===== src/rtl/seven_seg_scanner.sv =====
// seven_seg_scanner
//   Time-multiplexed common-anode 7-segment scanner. Lights one digit at a
//   time with a blanking gap before each digit and snapshots the digit
//   values once per frame so a frame never shows a torn count.
//
//   Optional feature macro: LEADING_ZERO_BLANK_EN (suppress leading zeros).
//
// Ports
//   clk         system clock, rising edge
//   rst         synchronous active-high reset
//   enable      1 = scan, 0 = display dark and scanner idle
//   digits      digit k at [k*DIGIT_BITS +: DIGIT_BITS], k=0 rightmost
//   dp_mask     1 = light decimal point on digit k
//   an_n        anode enables, active-low (one-hot-low or all 1)
//   seg_n       segments {g,f,e,d,c,b,a}, active-low
//   dp_n        decimal point, active-low
//   digit_idx   index of the digit currently blanking/driving
//   frame_tick  1-cycle pulse in the first cycle of each frame
module seven_seg_scanner #(
  parameter int unsigned NUM_DIGITS   = 4,
  parameter int unsigned DIGIT_BITS   = 4,
  parameter int unsigned REFRESH_DIV  = 100000,
  parameter int unsigned BLANK_CYCLES = 1000
) (
  input  logic                                                 clk,
  input  logic                                                 rst,
  input  logic                                                 enable,
  input  logic [NUM_DIGITS*DIGIT_BITS-1:0]                     digits,
  input  logic [NUM_DIGITS-1:0]                                dp_mask,
  output logic [NUM_DIGITS-1:0]                                an_n,
  output logic [6:0]                                           seg_n,
  output logic                                                 dp_n,
  output logic [(NUM_DIGITS > 1 ? $clog2(NUM_DIGITS) : 1)-1:0] digit_idx,
  output logic                                                 frame_tick
);

  localparam int unsigned IW   = (NUM_DIGITS > 1) ? $clog2(NUM_DIGITS) : 1;
  localparam int unsigned TMAX = (REFRESH_DIV > BLANK_CYCLES) ? REFRESH_DIV : BLANK_CYCLES;
  localparam int unsigned TW   = $clog2(TMAX + 1);
  localparam int unsigned GW   = (DIGIT_BITS > 4) ? DIGIT_BITS : 4;
  localparam int unsigned SW   = NUM_DIGITS * DIGIT_BITS;

  localparam logic [1:0] IDLE  = 2'd0;
  localparam logic [1:0] BLANK = 2'd1;
  localparam logic [1:0] DRIVE = 2'd2;

  logic [1:0]            state, state_nxt;
  logic [TW-1:0]         timer, timer_nxt;
  logic [IW-1:0]         idx_nxt;
  logic [SW-1:0]         snap, snap_nxt;
  logic [NUM_DIGITS-1:0] dp_snap, dp_snap_nxt;
  logic [NUM_DIGITS-1:0] an_nxt;
  logic [6:0]            seg_nxt;
  logic                  dp_nxt;
  logic                  tick_nxt;
  logic [6:0]            cur_glyph_c;

  // Active-low glyph lookup; values above 15 show a dash.
  function automatic logic [6:0] glyph(input logic [DIGIT_BITS-1:0] d);
    logic [GW-1:0] v;
    v     = GW'(d);
    glyph = 7'h3F;
    if ((v >> 4) == '0) begin
      case (v[3:0])
        4'h0: glyph = 7'h40;
        4'h1: glyph = 7'h79;
        4'h2: glyph = 7'h24;
        4'h3: glyph = 7'h30;
        4'h4: glyph = 7'h19;
        4'h5: glyph = 7'h12;
        4'h6: glyph = 7'h02;
        4'h7: glyph = 7'h78;
        4'h8: glyph = 7'h00;
        4'h9: glyph = 7'h10;
        4'hA: glyph = 7'h08;
        4'hB: glyph = 7'h03;
        4'hC: glyph = 7'h46;
        4'hD: glyph = 7'h21;
        4'hE: glyph = 7'h06;
        default: glyph = 7'h0E;
      endcase
    end
  endfunction

`ifdef LEADING_ZERO_BLANK_EN
  // lead_zero_c[k]: snapshot digits k..top are all zero (digit 0 never blanked).
  logic [NUM_DIGITS-1:0] lead_zero_c;
  logic                  zero_run;
  always_comb begin
    lead_zero_c = '0;
    zero_run    = 1'b1;
    for (int k = NUM_DIGITS - 1; k >= 1; k--) begin
      zero_run       = zero_run && (snap[k*DIGIT_BITS +: DIGIT_BITS] == '0);
      lead_zero_c[k] = zero_run;
    end
  end

  always_comb begin
    cur_glyph_c = glyph(snap[digit_idx*DIGIT_BITS +: DIGIT_BITS]);
    if (lead_zero_c[digit_idx]) cur_glyph_c = 7'h7F;
  end
`else
  always_comb begin
    cur_glyph_c = glyph(snap[digit_idx*DIGIT_BITS +: DIGIT_BITS]);
  end
`endif

  // Next-state and next-output logic; outputs default to dark.
  always_comb begin
    state_nxt   = state;
    timer_nxt   = timer;
    idx_nxt     = digit_idx;
    snap_nxt    = snap;
    dp_snap_nxt = dp_snap;
    an_nxt      = '1;
    seg_nxt     = 7'h7F;
    dp_nxt      = 1'b1;
    tick_nxt    = 1'b0;
    if (!enable) begin
      state_nxt = IDLE;
      timer_nxt = '0;
      idx_nxt   = '0;
    end else begin
      case (state)
        IDLE: begin
          state_nxt   = BLANK;
          timer_nxt   = TW'(BLANK_CYCLES - 1);
          idx_nxt     = '0;
          snap_nxt    = digits;
          dp_snap_nxt = dp_mask;
          tick_nxt    = 1'b1;
        end
        BLANK: begin
          if (timer == '0) begin
            state_nxt = DRIVE;
            timer_nxt = TW'(REFRESH_DIV - 1);
            an_nxt    = ~(NUM_DIGITS'(1) << digit_idx);
            seg_nxt   = cur_glyph_c;
            dp_nxt    = ~dp_snap[digit_idx];
          end else begin
            timer_nxt = timer - TW'(1);
          end
        end
        DRIVE: begin
          if (timer == '0) begin
            state_nxt = BLANK;
            timer_nxt = TW'(BLANK_CYCLES - 1);
            if (digit_idx == IW'(NUM_DIGITS - 1)) begin
              // Frame wrap: re-snapshot so the new frame is self-consistent.
              idx_nxt     = '0;
              snap_nxt    = digits;
              dp_snap_nxt = dp_mask;
              tick_nxt    = 1'b1;
            end else begin
              idx_nxt = digit_idx + IW'(1);
            end
          end else begin
            timer_nxt = timer - TW'(1);
            an_nxt    = an_n;
            seg_nxt   = seg_n;
            dp_nxt    = dp_n;
          end
        end
        default: begin
          state_nxt = IDLE;
          timer_nxt = '0;
          idx_nxt   = '0;
        end
      endcase
    end
  end

  // State, snapshot and registered outputs.
  always_ff @(posedge clk) begin
    if (rst) begin
      state      <= IDLE;
      timer      <= '0;
      digit_idx  <= '0;
      snap       <= '0;
      dp_snap    <= '0;
      an_n       <= '1;
      seg_n      <= 7'h7F;
      dp_n       <= 1'b1;
      frame_tick <= 1'b0;
    end else begin
      state      <= state_nxt;
      timer      <= timer_nxt;
      digit_idx  <= idx_nxt;
      snap       <= snap_nxt;
      dp_snap    <= dp_snap_nxt;
      an_n       <= an_nxt;
      seg_n      <= seg_nxt;
      dp_n       <= dp_nxt;
      frame_tick <= tick_nxt;
    end
  end

endmodule


===== config.mk =====
export PLATFORM = sky130hd
export DESIGN_NAME = seven_seg_scanner
export DESIGN_NICKNAME = d
export VERILOG_FILES = /design/src/rtl/seven_seg_scanner.sv
export SDC_FILE = /design/constraint.sdc
export NUM_CORES = 1
export LEC_CHECK = 0
export CAP_MARGIN = 15
export CORE_MARGIN = 2
export CORE_UTILIZATION = 59
export CTS_CLUSTER_SIZE = 12
export DETAILED_ROUTE_END_ITERATION = 7
export PLACE_DENSITY = 0.89
export SLEW_MARGIN = 20
export SYNTH_ARGS = -nofsm -noshare
export SYNTH_HDL_FRONTEND = slang
export SYNTH_SLANG_ARGS = --single-unit

===== constraint.sdc =====
create_clock -name clk -period 2.9 [get_ports clk]
set_input_delay 0.58 -clock clk [delete_from_list [all_inputs] [get_ports clk]]
set_output_delay 0.58 -clock clk [all_outputs]
set_load 0.01 [all_outputs]

==> results.sh <==
export IMPL_status="finished, final reports clean"
export IMPL_cp_start_kind="flip-flop"
export IMPL_synth_seq_cells=54
export IMPL_grt_usage_pct=21.8
export IMPL_syn_mean_instance_area_um2=9.85
export IMPL_cp_slowest_cell="nor3b_4"
export IMPL_htreeDepth=2
export IMPL_firstDrtPassIters=4
export IMPL_syn2layout_area_growth_pct=15.7
export IMPL_maxSlewViolCount=0
export IMPL_start_util_pct=61.5
export IMPL_dieArea_um2=5540
export IMPL_fp_dieH_um=74.4
export IMPL_layout_commonest_cell="dfxtp_1"
export IMPL_yosysWarnings=0
export IMPL_synth_top_area_cell="dfxtp_1"
export IMPL_ys_types=54
export IMPL_criticalPathCategory="reg -> reg"
export IMPL_ios=38
export IMPL_hold_path_class="reg -> reg"
export IMPL_async_flop_share_pct=0
export IMPL_cp_max_fo=21
export IMPL_clock_path_buffers=2
export IMPL_rsz0062_at_grt="false"
export IMPL_antenna_found_initial=0
export IMPL_route_detailed_drc=0
export IMPL_tightest_slew_ns=0.593
export IMPL_worstPathArrival_ns=2.51
export IMPL_yosysSeqAreaShare_pct=37.0
export IMPL_diodes=0
export IMPL_regArea_um2=1080
export IMPL_yosysTopAreaCellShare_pct=37.0
export IMPL_cpPeakStageDelay_ns=0.38
export IMPL_hold_viol_final=0
export IMPL_fin_util_pct=71.2
export IMPL_crit_chain="inv_1 > ha_1 > nor3b_4 > nand4_2 > o21ai_1 > and3_1 > buf_4 > mux2i_1"
export IMPL_min_period_ns=2.28
export IMPL_nets=360
export IMPL_nFillCells=356
export IMPL_cp_required_ns=3.14
export IMPL_routedWlPerCell_um=14.0
export IMPL_vias_per_cell=5.60
export IMPL_cp_num_buf_inv=2
export IMPL_clock_sinks=54
export IMPL_ir_drop_uv=308
export IMPL_grt_pass1_vias=2063
export IMPL_dp_hpwl_mm=3.97
export IMPL_p_leak_nw=1.26
export IMPL_clock_fmax_mhz=439
export IMPL_vias=2208
export IMPL_synth_edff_count=0
export IMPL_hold_buffers=0
export IMPL_insertion_delay_ns=0.31
export IMPL_postCtsResizedCells=0
export IMPL_synth_area_um2=2930
export IMPL_cts_root_buffer="clkbuf_8"
export IMPL_grt_first_pass_wirelength_mm=9.43
export IMPL_postCtsSetupRepairBufs=0
export IMPL_cts_buffers=5
export IMPL_layout_drive_gt1_share_pct=11.3
export IMPL_cap_violations=0
export IMPL_synth_ff_type="dfxtp_1"
export IMPL_numPortBuffers=37
export IMPL_multiInputGateArea_um2=1700
export IMPL_die_w_um=74.4
export IMPL_finalWirelength_mm=5.53
export IMPL_gp_congestion=0.817
export IMPL_fin_crit_sh_pct=78.5
export IMPL_power_mw=1.48
export IMPL_crit_path_end_kind="flip-flop"
export IMPL_grt_max_degree=42
export IMPL_finClkSkew_ns=0.0124
export IMPL_slew_headroom_pct=60.2
export IMPL_cts_tree="built"
export IMPL_syn_inst=297
export IMPL_drtIter0Drc=111
export IMPL_path_delay_family="simple AND/OR/NAND/NOR gates"
export IMPL_final_cell_mix="54 x dfxtp_1, 44 x nand2b_1, 37 x clkdlybuf4s50_1"
export IMPL_cts_reportedPaths_clkPinSlew_ns=0.10
export IMPL_num_rows=25
export IMPL_synth_nets=331
export IMPL_core_area_um2=4750
export IMPL_antenna_left=0
export IMPL_synthTopCellsByArea="dfxtp_1 37%, nand2b_1 9.4%, mux2i_1 7.5%"
export IMPL_powerDensity_nw_per_um2=437
export IMPL_setup_viol=0
export IMPL_gr_total_overflow=0
export IMPL_tns_ns=0
[where the power goes]
group	switching [mW]	internal, mW
sequential	0.0287	0.773
clock	0.247	0.171
combinational	0.126	0.133
total	0.402	1.08
[area by class of cell]
class | instances | area share, %
Sequential cell | 54 | 31.9
Timing Repair Buffer | 41 | 11.8
Tap cell | 67 | 2.48
Clock buffer | 5 | 2.03
Clock inverter | 3 | 0.554
Multi-Input combinational cell | 215 | 50.2
Inverter | 9 | 0.998
[Yosys cell counts (7+ instances only)]
cell      count
ha_1         11
dfxtp_1      54
xor2_1       10
nor2_1       11
inv_1         9
nand2_1       9
a21oi_1       8
nand2b_1     44
nor3_1        7
clkbuf_1     12
a31oi_1       7
mux2i_1      22
[worst min-delay path, cell delays in order (launching register included)]
cell and delay (ns):
dfxtp_1 0.32, nand2b_1 0.06, mux2i_1 0.05
[layer usage]
metal  track usage, %  wire length (µm)  vias up
met5                0                 0        -
met4             4.96                50        0
met3             4.34               219        6
met2             35.1              2620       53
met1             30.3              2640     1041
li1                 -                 -     1108
[sequential cells by signal, indices dropped and copies added (netlist names)]
| register | flops |
|---|---|
| an_n | 4 |
| digit_idx | 2 |
| dp_n | 1 |
| dp_snap | 4 |
| frame_tick | 1 |
| seg_n | 7 |
| snap | 16 |
| state | 2 |
| timer | 17 |
[metrics by stage]
step	instances	hold slack (ns)	setup WS, ns	cell area [µm²]
floorplan	297	0.445	0.864	2930
global placement	386	0.455	0.714	3300
detailed placement	386	0.464	0.602	3300
CTS	394	0.480	0.629	3390
global route	394	0.506	0.461	3390
finish	394	0.474	0.623	3390
[cell families after synthesis]
family,share of synthesized area (%)
AOI/OAI and AO/OA,11.8
xor gates and xnor gates,4.19
adders and majority gates,5.05
buffers and inverters,4.96
DFF,37.0
muxes,12.9
and+or+nand+nor,24.2
[path summary, 6_finish.rpt]
kind	start	endpoint	slack [ns]	cells after the start
min reg2reg	dp_snap[0]	dp_snap[0]	0.47	2
max	timer[0]	snap[9]	0.62	8
min	dp_snap[0]	dp_snap[0]	0.47	2
max reg2reg	timer[0]	snap[9]	0.62	8
Note: power is estimated with default switching activity, not from simulation.
